--- src/rtl/hazard_pkg.sv ---
// -----------------------------------------------------------------------------
// hazard_pkg
// Shared definitions for the pipeline hazard controller:
//   - hazard_state_e        : controller states (RUN / MEM_WAIT / ABORT)
//   - HAZ_MAX_MEM_WAIT_DEF  : default number of frozen MEM_WAIT cycles before abort
//   - HAZ_CNT_W             : width of the performance counters
// -----------------------------------------------------------------------------
package hazard_pkg;

  typedef enum logic [1:0] {
    RUN      = 2'd0,
    MEM_WAIT = 2'd1,
    ABORT    = 2'd2
  } hazard_state_e;

  localparam int HAZ_MAX_MEM_WAIT_DEF = 15;
  localparam int HAZ_CNT_W            = 32;

endpackage : hazard_pkg

--- src/rtl/hazard_perf_counters.sv ---
// -----------------------------------------------------------------------------
// hazard_perf_counters
// Three saturating event counters for the hazard controller. Only instantiated
// when HAZ_STATS_EN is defined.
// Ports:
//   clk, rst_n        : clock, asynchronous active-low reset (counters clear)
//   stall_inc         : count one stall cycle (PC not written)
//   load_use_inc      : count one applied load-use bubble
//   flush_inc         : count one applied branch flush
//   stall_cycles,
//   load_use_count,
//   flush_count       : counter values, saturating at all-ones
// -----------------------------------------------------------------------------
module hazard_perf_counters
  import hazard_pkg::*;
(
  input  logic                 clk,
  input  logic                 rst_n,
  input  logic                 stall_inc,
  input  logic                 load_use_inc,
  input  logic                 flush_inc,
  output logic [HAZ_CNT_W-1:0] stall_cycles,
  output logic [HAZ_CNT_W-1:0] load_use_count,
  output logic [HAZ_CNT_W-1:0] flush_count
);

  function automatic logic [HAZ_CNT_W-1:0] sat_inc(input logic [HAZ_CNT_W-1:0] v);
    if (&v) sat_inc = v;
    else    sat_inc = v + HAZ_CNT_W'(1);
  endfunction

  always_ff @(posedge clk or negedge rst_n) begin
    if (!rst_n) begin
      stall_cycles   <= '0;
      load_use_count <= '0;
      flush_count    <= '0;
    end else begin
      if (stall_inc)    stall_cycles   <= sat_inc(stall_cycles);
      if (load_use_inc) load_use_count <= sat_inc(load_use_count);
      if (flush_inc)    flush_count    <= sat_inc(flush_count);
    end
  end

endmodule : hazard_perf_counters

--- src/rtl/hazard_detection_unit.sv ---
// -----------------------------------------------------------------------------
// hazard_detection_unit
// Stall / flush / memory-wait controller for the 5-stage RISC-V pipeline.
// Handles load-use bubbles, branch-taken flushes and whole-pipeline freezes
// while data memory is not ready (with timeout abort). All hazard outputs are
// Mealy (same-cycle) functions of the current state and inputs.
//
// Optional feature macro: HAZ_STATS_EN adds three saturating performance
// counters (stall_cycles, load_use_count, flush_count) and their ports.
//
// Ports:
//   clk, rst_n                      : clock, asynchronous active-low reset
//   IF_ID_rs1/rs2, IF_ID_uses_rs1/2 : source regs of the ID instruction
//   ID_EX_rd, ID_EX_MemRead         : destination / load flag of EX instruction
//   EX_branch_taken                 : branch/jump resolved taken in EX
//   dmem_req, dmem_ready            : MEM-stage access handshake
//   PC_Write..EX_MEM_Write          : pipeline register write enables
//   IF_ID_Flush, ID_EX_Flush,
//   MEM_WB_Flush                    : bubble insertion on next edge
//   dmem_abort                      : cancel the outstanding access
//   mem_timeout                     : sticky, set when an access is aborted
//   stall_cycles, load_use_count,
//   flush_count                     : performance counters (HAZ_STATS_EN)
// -----------------------------------------------------------------------------
module hazard_detection_unit
  import hazard_pkg::*;
#(
  parameter int MAX_MEM_WAIT = HAZ_MAX_MEM_WAIT_DEF,
  parameter int WAIT_CNT_W   = $clog2(MAX_MEM_WAIT + 1)
) (
  input  logic                 clk,
  input  logic                 rst_n,
  input  logic [4:0]           IF_ID_rs1,
  input  logic [4:0]           IF_ID_rs2,
  input  logic                 IF_ID_uses_rs1,
  input  logic                 IF_ID_uses_rs2,
  input  logic [4:0]           ID_EX_rd,
  input  logic                 ID_EX_MemRead,
  input  logic                 EX_branch_taken,
  input  logic                 dmem_req,
  input  logic                 dmem_ready,
  output logic                 PC_Write,
  output logic                 IF_ID_Write,
  output logic                 ID_EX_Write,
  output logic                 EX_MEM_Write,
  output logic                 IF_ID_Flush,
  output logic                 ID_EX_Flush,
  output logic                 MEM_WB_Flush,
  output logic                 dmem_abort,
  output logic                 mem_timeout
`ifdef HAZ_STATS_EN
  ,
  output logic [HAZ_CNT_W-1:0] stall_cycles,
  output logic [HAZ_CNT_W-1:0] load_use_count,
  output logic [HAZ_CNT_W-1:0] flush_count
`endif
);

  localparam logic [WAIT_CNT_W-1:0] WAIT_LIMIT = WAIT_CNT_W'(MAX_MEM_WAIT);

  hazard_state_e           state, state_d;
  logic [WAIT_CNT_W-1:0]   wait_cnt, wait_cnt_d;
  logic                    mem_timeout_d;

  logic memwait;
  logic load_use;
  logic freeze;

  assign memwait  = dmem_req && !dmem_ready;
  assign load_use = ID_EX_MemRead && (ID_EX_rd != 5'd0) &&
                    ((IF_ID_uses_rs1 && (ID_EX_rd == IF_ID_rs1)) ||
                     (IF_ID_uses_rs2 && (ID_EX_rd == IF_ID_rs2)));
  assign freeze   = ((state == RUN) || (state == MEM_WAIT)) && memwait;

  // State register
  always_ff @(posedge clk or negedge rst_n) begin
    if (!rst_n) begin
      state       <= RUN;
      wait_cnt    <= '0;
      mem_timeout <= 1'b0;
    end else begin
      state       <= state_d;
      wait_cnt    <= wait_cnt_d;
      mem_timeout <= mem_timeout_d;
    end
  end

  // Next-state and Mealy outputs
  always_comb begin
    state_d       = state;
    wait_cnt_d    = wait_cnt;
    mem_timeout_d = mem_timeout;

    PC_Write      = 1'b1;
    IF_ID_Write   = 1'b1;
    ID_EX_Write   = 1'b1;
    EX_MEM_Write  = 1'b1;
    IF_ID_Flush   = 1'b0;
    ID_EX_Flush   = 1'b0;
    MEM_WB_Flush  = 1'b0;
    dmem_abort    = 1'b0;

    // Output priority: freeze > abort > branch > load-use. A frozen EX
    // instruction keeps presenting its branch/load-use condition, so
    // suppressing it here does not lose it.
    if (freeze) begin
      PC_Write     = 1'b0;
      IF_ID_Write  = 1'b0;
      ID_EX_Write  = 1'b0;
      EX_MEM_Write = 1'b0;
      MEM_WB_Flush = 1'b1;
    end else if (state == ABORT) begin
      MEM_WB_Flush = 1'b1;
      dmem_abort   = 1'b1;
    end else if (EX_branch_taken) begin
      IF_ID_Flush  = 1'b1;
      ID_EX_Flush  = 1'b1;
    end else if (load_use) begin
      PC_Write     = 1'b0;
      IF_ID_Write  = 1'b0;
      ID_EX_Flush  = 1'b1;
    end

    case (state)
      RUN: begin
        if (memwait) begin
          state_d    = MEM_WAIT;
          wait_cnt_d = WAIT_CNT_W'(1);
        end
      end
      MEM_WAIT: begin
        // Leaving on !memwait (ready seen, or the request withdrawn) keeps the
        // state consistent with the freeze condition. Ready beats the limit.
        if (!memwait) begin
          state_d    = RUN;
          wait_cnt_d = '0;
        end else if (wait_cnt == WAIT_LIMIT) begin
          state_d    = ABORT;
          wait_cnt_d = '0;
        end else begin
          wait_cnt_d = wait_cnt + WAIT_CNT_W'(1);
        end
      end
      ABORT: begin
        state_d       = RUN;
        wait_cnt_d    = '0;
        mem_timeout_d = 1'b1;
      end
      default: begin
        state_d    = RUN;
        wait_cnt_d = '0;
      end
    endcase
  end

`ifdef HAZ_STATS_EN
  logic lu_applied;
  logic br_applied;

  assign br_applied = !freeze && (state != ABORT) && EX_branch_taken;
  assign lu_applied = !freeze && (state != ABORT) && !EX_branch_taken && load_use;

  hazard_perf_counters u_perf (
    .clk            (clk),
    .rst_n          (rst_n),
    .stall_inc      (!PC_Write),
    .load_use_inc   (lu_applied),
    .flush_inc      (br_applied),
    .stall_cycles   (stall_cycles),
    .load_use_count (load_use_count),
    .flush_count    (flush_count)
  );
`endif

endmodule : hazard_detection_unit

--- config.mk ---
export PLATFORM = sky130hd
export DESIGN_NAME = hazard_detection_unit
export DESIGN_NICKNAME = d
export VERILOG_FILES = /design/src/rtl/hazard_pkg.sv /design/src/rtl/hazard_perf_counters.sv /design/src/rtl/hazard_detection_unit.sv
export SDC_FILE = /design/constraint.sdc
export NUM_CORES = 1
export LEC_CHECK = 0
export ABC_AREA = 1
export CORE_MARGIN = 4
export CORE_UTILIZATION = 35
export DETAILED_ROUTE_END_ITERATION = 12
export PLACE_DENSITY = 0.74
export SYNTH_ARGS = -nofsm -noshare
export SYNTH_HDL_FRONTEND = slang
export SYNTH_SLANG_ARGS = --single-unit
--- constraint.sdc ---
create_clock -name clk -period 1.1 [get_ports clk]
set_input_delay 0.22 -clock clk [delete_from_list [all_inputs] [get_ports clk]]
set_output_delay 0.22 -clock clk [all_outputs]
set_load 0.01 [all_outputs]
==> impl_results.md, run 1 <==
* Clock tree from TritonCTS: yes
* Worst setup path end: ID_EX_Flush
* Synth Instances at 110
* Largest net degree at the start of global routing at 8
* Setup Skew at ~6.3 ps
* Hold Crit Class: input pin to asynchronous set/reset pin
* Die span in x at between 50 and 60 um
* Post-route setup slack at -343 ps
* Failing checks: negative setup slack
* PD cells at slightly below 800 nW/um^2
* Mean Syn Cell Area at about 5.8 um^2
* Post-DP HPWL at between 1 and 1.5 mm
* CTS H-Tree Depth at 1
* Starting Density at between 30 and 40%
* CTS max path bufs at 2
* Static leakage at slightly above 0.6 nW
* CTS sink count at 7
* Worst Tran Pin Value at roughly 330 ps
* DRC Markers at 0
* Hold slack final at roughly 220 ps
* Crit path max fanout at 4
* Distinct cells, synth at 20
* Total routed wirelength at about 1.8 mm
* Ys Warns at 0
* Placeable Area at approximately 1700 um^2
* Hold buffer count at cts at 0
* Synthesis-to-finish area growth at 71.0%
* Seq/Total Area, Yosys at 27.4%
* Routability cong. at ~0.8
* FF+latch count, synth at 7
* Antenna cells at 0
* R2r setup slk at -60 ps
* R2R cell count at 6
* Drt first pass iters at 4
* Fin crit period at roughly 1400 ps
* Layout cell share with drive strength beyond 1 at ~38%
* CP Capture Type: primary output
* WP data arrival at 1220 ps
* Worst path required time at approximately 900 ps
* Worst setup startpoint: state[0]
* Drt initial violations at 12
* Final Cell Area at around 1100 um^2
* Fillcell total at 165
* Origin of the critical flop-to-flop path: state[0]
* Final nets at 179
* Worst vdd ir at approximately 0.6 mV
* Placed cell areas at 1030 um^2
* Skew-Pair Late Insertion Delay at between 200 and 300 ps
* Vias at around 770
* Syn Nets at approximately 130
* Vias in the first global route at between 700 and 800
* Max cap viols at 0
* WL/cell at 9.83 um
* Die area at between 2000 and 3000 um^2
* Final setup violation count at 12
* Reg clk slew, reported paths at roughly 60 ps
* Critical path class: flop to primary output
* Final Hold Fails at 0
* Fmax at about 690 MHz
* Port Buffers at 31
* Sequential cell area at between 150 and 200 um^2
* Initial antenna violation count at 0
* Global Route Usage Sum at between 10% and 20%
* Post-synthesis cell area at 639 um^2
* Multi-input logic area at about 400 um^2
* DR vias/cell at around 4.3
* Die height at ~51 um
* Total gr overflow at 0
* CTS Buf Count at 3
* First-pass GRT wire length at between 2 and 3 mm
* Boundary Pins at 32
* Run status: finished with violations
* CTS Root Cell: clkbuf_4
* Row cnt at 15
* RSZ-0062 raised after global routing: true
* Max Slew Vio Count at 0
* Antenna Nets Post-Route at 0
* Worst Setup Start Kind: flop
* Period utilization at 131%
* Worst r2r dst: wait_cnt[3]
* Worst slew margin at about four fifths
[layout make-up]
class	count	share of cell area, %
multi-input combinational	73	35.9
sequential	7	16.0
inverter	28	9.84
timing repair buffer	42	33.0
tap	25	2.86
clock buffer	4	2.40
[how the worst min path moves through the flow]
stage	slack, ps	from	depth (start not counted)	end
CTS	230	rst_n	1	mem_timeout
global route	250	rst_n	1	wait_cnt[1]
floorplan	-80	rst_n	0	mem_timeout
detailed placement	480	mem_timeout	1	mem_timeout
finish	220	rst_n	1	mem_timeout
global placement	450	mem_timeout	1	mem_timeout
[cell families (layout without fill, tap and decap cells)]
family,count (synthesis),after routing,synth area share [%]
adder cells (fa/ha/maj),1,1,1.96
AO/OA/AOI/OAI,5,5,4.11
flip-flops,7,7,27.4
buffers and inverters,30,74,18.8
XOR/XNOR,2,2,2.74
AND/OR/NAND/NOR,65,65,45.0
[per-layer routing]
metal,wire [um],global-route usage [%],up-vias
li1,-,-,409
met1,751,16.8,333
met2,915,26.7,22
met3,76,2.67,2
met4,17,4.04,0
met5,0,0,-
[sequential cells by signal, summed over array words and instances, names as in the netlist]
signal       count
mem_timeout      1
state            2
wait_cnt         4
[per-stage QoR]
step / utilization, % / cells / setup TNS (ps) / total power (W) / setup WS (ps)
2_1_floorplan: - / 110 / -74.4 / 0.000429 / -40.3
3_3_place_gp: 59.7 / 172 / -7440 / 0.000604 / -970
3_5_place_dp: 59.7 / 172 / -7570 / 0.000614 / -1000
4_1_cts: 62.8 / 178 / -2180 / 0.000858 / -335
5_1_grt: 63.3 / 179 / -3130 / 0.000923 / -423
6_report: 63.3 / 179 / -2270 / 0.000858 / -343
[Yosys cell counts]
cell / number / area, um^2
a21oi_1: 1 / 5.00
buf_4: 2 / 15.0
dfrtp_1: 7 / 175
ha_1: 1 / 12.5
inv_1: 18 / 67.6
inv_2: 10 / 37.5
nand2_1: 32 / 120
nand2_2: 4 / 25.0
nand3_1: 8 / 40.0
nand3_2: 1 / 10.0
nand4_1: 1 / 6.26
nor2_1: 15 / 56.3
nor2_2: 2 / 12.5
nor2_4: 1 / 11.3
o21ai_0: 1 / 5.00
o21ai_1: 2 / 10.0
o22ai_1: 1 / 6.26
or2_2: 1 / 6.26
xnor2_1: 1 / 8.76
xor2_1: 1 / 8.76
[power by group]
| group | switching (W) | internal [W] |
|---|---|---|
| combinational | 0.000150 | 0.000169 |
| sequential | 0.0000126 | 0.000277 |
| clock | 0.000109 | 0.000139 |
[timing repair]
action	CTS	global route
gates cloned	0	0
gates resized for setup	74	13
setup endpoints to repair	14	16
buffers inserted	4	2
pin swaps	25	9
[worst max-delay path: stages (launching register included)]
cell	delay [ps]
dfrtp_1	410
nor2_4	150
inv_2	50
nand2_4	70
inv_2	40
nand3_2	60
o21ai_2	50
buf_2	130
[cell usage in the layout, fill, tap and decap left out, types with 2 or more instances in the layout]
cell             count
nand2_1             30
inv_1               16
nor2_1              14
dlygate4sd2_1       13
inv_2               11
buf_4               10
dfrtp_1              7
buf_6                6
nand2_2              5
nand3_1              5
buf_2                5
nand3_2              4
clkbuf_4             3
clkdlybuf4s50_1      3
clkdlybuf4s15_2      3
nor2_4               2
nor2_2               2
o21ai_2              2
(Power assumes the default switching activity.)
==> run 2: changes to the inputs <==
--- a/config.mk
+++ b/config.mk
@@ -5,11 +5,11 @@
 export SDC_FILE = /design/constraint.sdc
 export NUM_CORES = 1
 export LEC_CHECK = 0
-export ABC_AREA = 1
 export CORE_MARGIN = 4
-export CORE_UTILIZATION = 35
+export CORE_UTILIZATION = 31
 export DETAILED_ROUTE_END_ITERATION = 12
-export PLACE_DENSITY = 0.74
+export PLACE_DENSITY = 0.73
+export SLEW_MARGIN = 20
 export SYNTH_ARGS = -nofsm -noshare
 export SYNTH_HDL_FRONTEND = slang
 export SYNTH_SLANG_ARGS = --single-unit
==> run 2 against run 1 <==
  * The run still ends with negative setup slack left
  * Wire length shrank 3.1%
  * Critical endpoint unchanged
  * Die area shrank 11%
  * Synthesized cell count shrank 51%
  * Sequential power shrank 3%
==> impl_results.md, run 2 <==
* First-pass GRT wire length at 2.66 mm (-9.0%)
* Die height at 47.9 um (-5.5%)
* Worst Setup Start Kind: flop
* Top_reg_cell synth: dfrtp_1
* Failing checks: negative setup slack
* Non-Filler Instances at 125 (-30%)
* CP Capture Type: primary output
* Antenna cells at 0 (unchanged)
* Layout cell share with drive strength beyond 1 at 51.4% (+14 points)
* Final setup violation count at 13 (+1)
* Starting Density at 32.8% (-4.2 points)
* Die area at 2300 um^2 (-11%)
* Fillcell total at 120 (-27%)
* Worst path required time at 880 ps (about the same)
* Drt first pass iters at 4 (unchanged)
* Antenna Nets Post-Route at 0 (unchanged)
* Port Buffers at 31 (unchanged)
* Total routed wirelength at 1.71 mm (-3.1%)
* CP max stage delay at 400 ps (about the same)
* Commonest cells in the synthesized netlist: 11 x xnor2_1, 7 x dfrtp_1, 5 x nand2_1
* Boundary Pins at 32 (unchanged)
* Skew-Pair Late Insertion Delay at 260 ps (about the same)
* Hold buffer count at cts at 0 (unchanged)
* Reg clk slew, reported paths at 60 ps (about the same)
* Post-synth EDFFs at 0 (unchanged)
* Die span in x at 47.9 um (-5.5%)
* Drt initial violations at 3 (-9)
* Initial antenna violation count at 0 (unchanged)
* Distinct cells, synth at 25 (+25%)
* CTS Buf Count at 3 (unchanged)
* Period utilization at 158% (+27 points)
* Seq/Total Area, Yosys at 35.4% (+8.0 points)
* Clock tree from TritonCTS: yes
* Largest net degree at the start of global routing at 8 (unchanged)
* Max cap viols at 0 (unchanged)
* Worst slew margin at 75.8% (-2.5 points)
* Setup TNS at -5040 ps (-2770 ps)
* Final Hold Fails at 0 (unchanged)
* Post-DP HPWL at 1.25 mm (-11%)
* Commonest cells after routing, fill and taps aside: 15 x buf_4, 12 x dlygate4sd2_1, 12 x buf_6
* DR vias/cell at 4.93 (+15%)
* Top cells by area, synth: dfrtp_1 35%, xnor2_1 19%, nand2_1 3.8%
* CTS Root Cell: clkbuf_4
* Worst vdd ir at 0.507 mV (-13%)
* Ys Warns at 0 (unchanged)
* Synthesis-to-finish area growth at 125%
* Hold Crit Class: input pin to asynchronous set/reset pin
* Commonest non-fill, non-tap cell in the layout: buf_4
* Routability cong. at 0.725 (-9.6%)
* Total gr overflow at 0 (unchanged)
* Run status: finished with violations
* Vias at 616 (-20%)
* Post-synthesis cell area at 494 um^2 (-23%)
* FF+latch count, synth at 7 (unchanged)
* CTS sink count at 7 (unchanged)
* Max reg flops at 4 (unchanged)
* RSZ-0062 raised after global routing: true
* Crit path max fanout at 2 (-2)
* Final Util at 73.9% (+11 points)
* Row cnt at 14 (-1)
* Largest area contributor in the netlist: dfrtp_1
* Biggest register: wait_cnt
* WP data arrival at 1520 ps (+300 ps)
* Placed cell count at 112 (-35%)
* Largest regs: wait_cnt x4, state x2, mem_timeout x1
* WL/cell at 13.6 um (+39%)
* Mean Syn Cell Area at 9.15 um^2 (+57%)
* Vias in the first global route at 666 (-11%)
* PD cells at 757 nW/um^2 (-3.4%)
* Syn Nets at 78 (-42%)
* Fin crit period at 1740 ps (+295 ps)
* Setup Skew at 10.0 ps (+3.72 ps)
* Static leakage at 0.522 nW (-15%)
* Crit path max-delay cell type: dfrtp_1
* CP cell instances: nor3b_4 -> buf_4 -> nor2_4 -> and2_4 -> a31o_1 -> buf_2
* Placeable Area at 1510 um^2 (-13%)
* Top-count cell post-synth: xnor2_1
* Post-route setup slack at -639 ps (-295 ps)
* CTS H-Tree Depth at 1 (unchanged)
* Final Power at 0.000843 W (-1.7%)
* Post-synth top area share at 35.4% (+8.0 points)
* CTS max path bufs at 2 (unchanged)
* Asr flop ratio synth at 100% (unchanged)
* Final nets at 134 (-25%)
* Global Route Usage Sum at 16.7% (+2.2 points)
* Worst Tran Pin Value at 363 ps (+37.0 ps)
* DRC Markers at 0 (unchanged)
* Critical path class: flop to primary output
* Max Slew Vio Count at 0 (unchanged)
* Synth Instances at 54 (-51%)
* Fmax at 575 MHz (-17%)
==> run 2: changes by cell type after synthesis, sizes merged, moves of 8 or more <==
cell   delta
nor2     -15
inv      -26
nand3     -8
nand2    -31
xnor2    +10
==> run 2: power by group <==
group	internal [W]	switching, W	leakage (nW)
Combinational	0.000199	0.000125	0.414
Sequential	0.000270	0.00000898	0.0936
Clock	0.000139	0.000102	0.0150
==> run 2: through the flow <==
step | setup slack (ps) | instance area, um^2 | hold WS [ps]
after detailed placement | -1250 | 936 | 466
after global routing | -713 | 1110 | 246
after floorplan | -373 | 527 | -75.6
final | -639 | 1110 | 238
after CTS | -627 | 1050 | 240
after global placement | -1220 | 936 | 458
==> run 2: worst max-delay path, delay by kind of cell, from the launching register on <==
family / cells / cell delay [ps]
flip-flops: 1 / 400
buffers and inverters: 2 / 290
AND/OR/NAND/NOR: 3 / 380
AO/OA/AOI/OAI: 1 / 180
==> run 2: worst paths after layout <==
check / endpoint / slack [ps] / start / depth (start not counted)
max in group asynchronous: wait_cnt[2] / 590 / rst_n / 1
worst max-delay path: ID_EX_Flush / -640 / state[1] / 6
worst min register to register: mem_timeout / 470 / mem_timeout / 1
min in group clk: mem_timeout / 470 / mem_timeout / 1
worst max register to register: wait_cnt[3] / -300 / state[1] / 7
worst min-delay path: wait_cnt[0] / 240 / rst_n / 1
==> run 2: layout make-up <==
class                   count  area [um^2]  area share (%)
inverters                   2         15.0            1.35
flip-flops and latches      7          175            15.7
well taps                  16         20.0            1.80
multi-input cells          43          392            35.2
clock buffers               4         26.3            2.36
repair buffers             53          485            43.6
==> run 2: what timing repair did <==
action | CTS | global route
resized for setup | 85 | 13
endpoints found under the setup margin | 14 | 15
setup buffers | 6 | 4
pin swaps | 20 | 7
==> run 2: cell families after synthesis <==
family / after synthesis / synth area share (%)
simple gates: 21 / 23.3
fa+ha+maj: 1 / 2.53
flops: 7 / 35.4
buf+inv: 4 / 4.56
xor+xnor: 12 / 21.3
compound gates: 9 / 12.9
==> run 2: routing by layer <==
layer	track usage, %	part of all wire, %	vias to the layer above
met5	0	0	-
met4	9.14	0.53	0
met3	7.14	12	2
met2	31.1	54	30
met1	14.8	33	287
li1	-	-	297
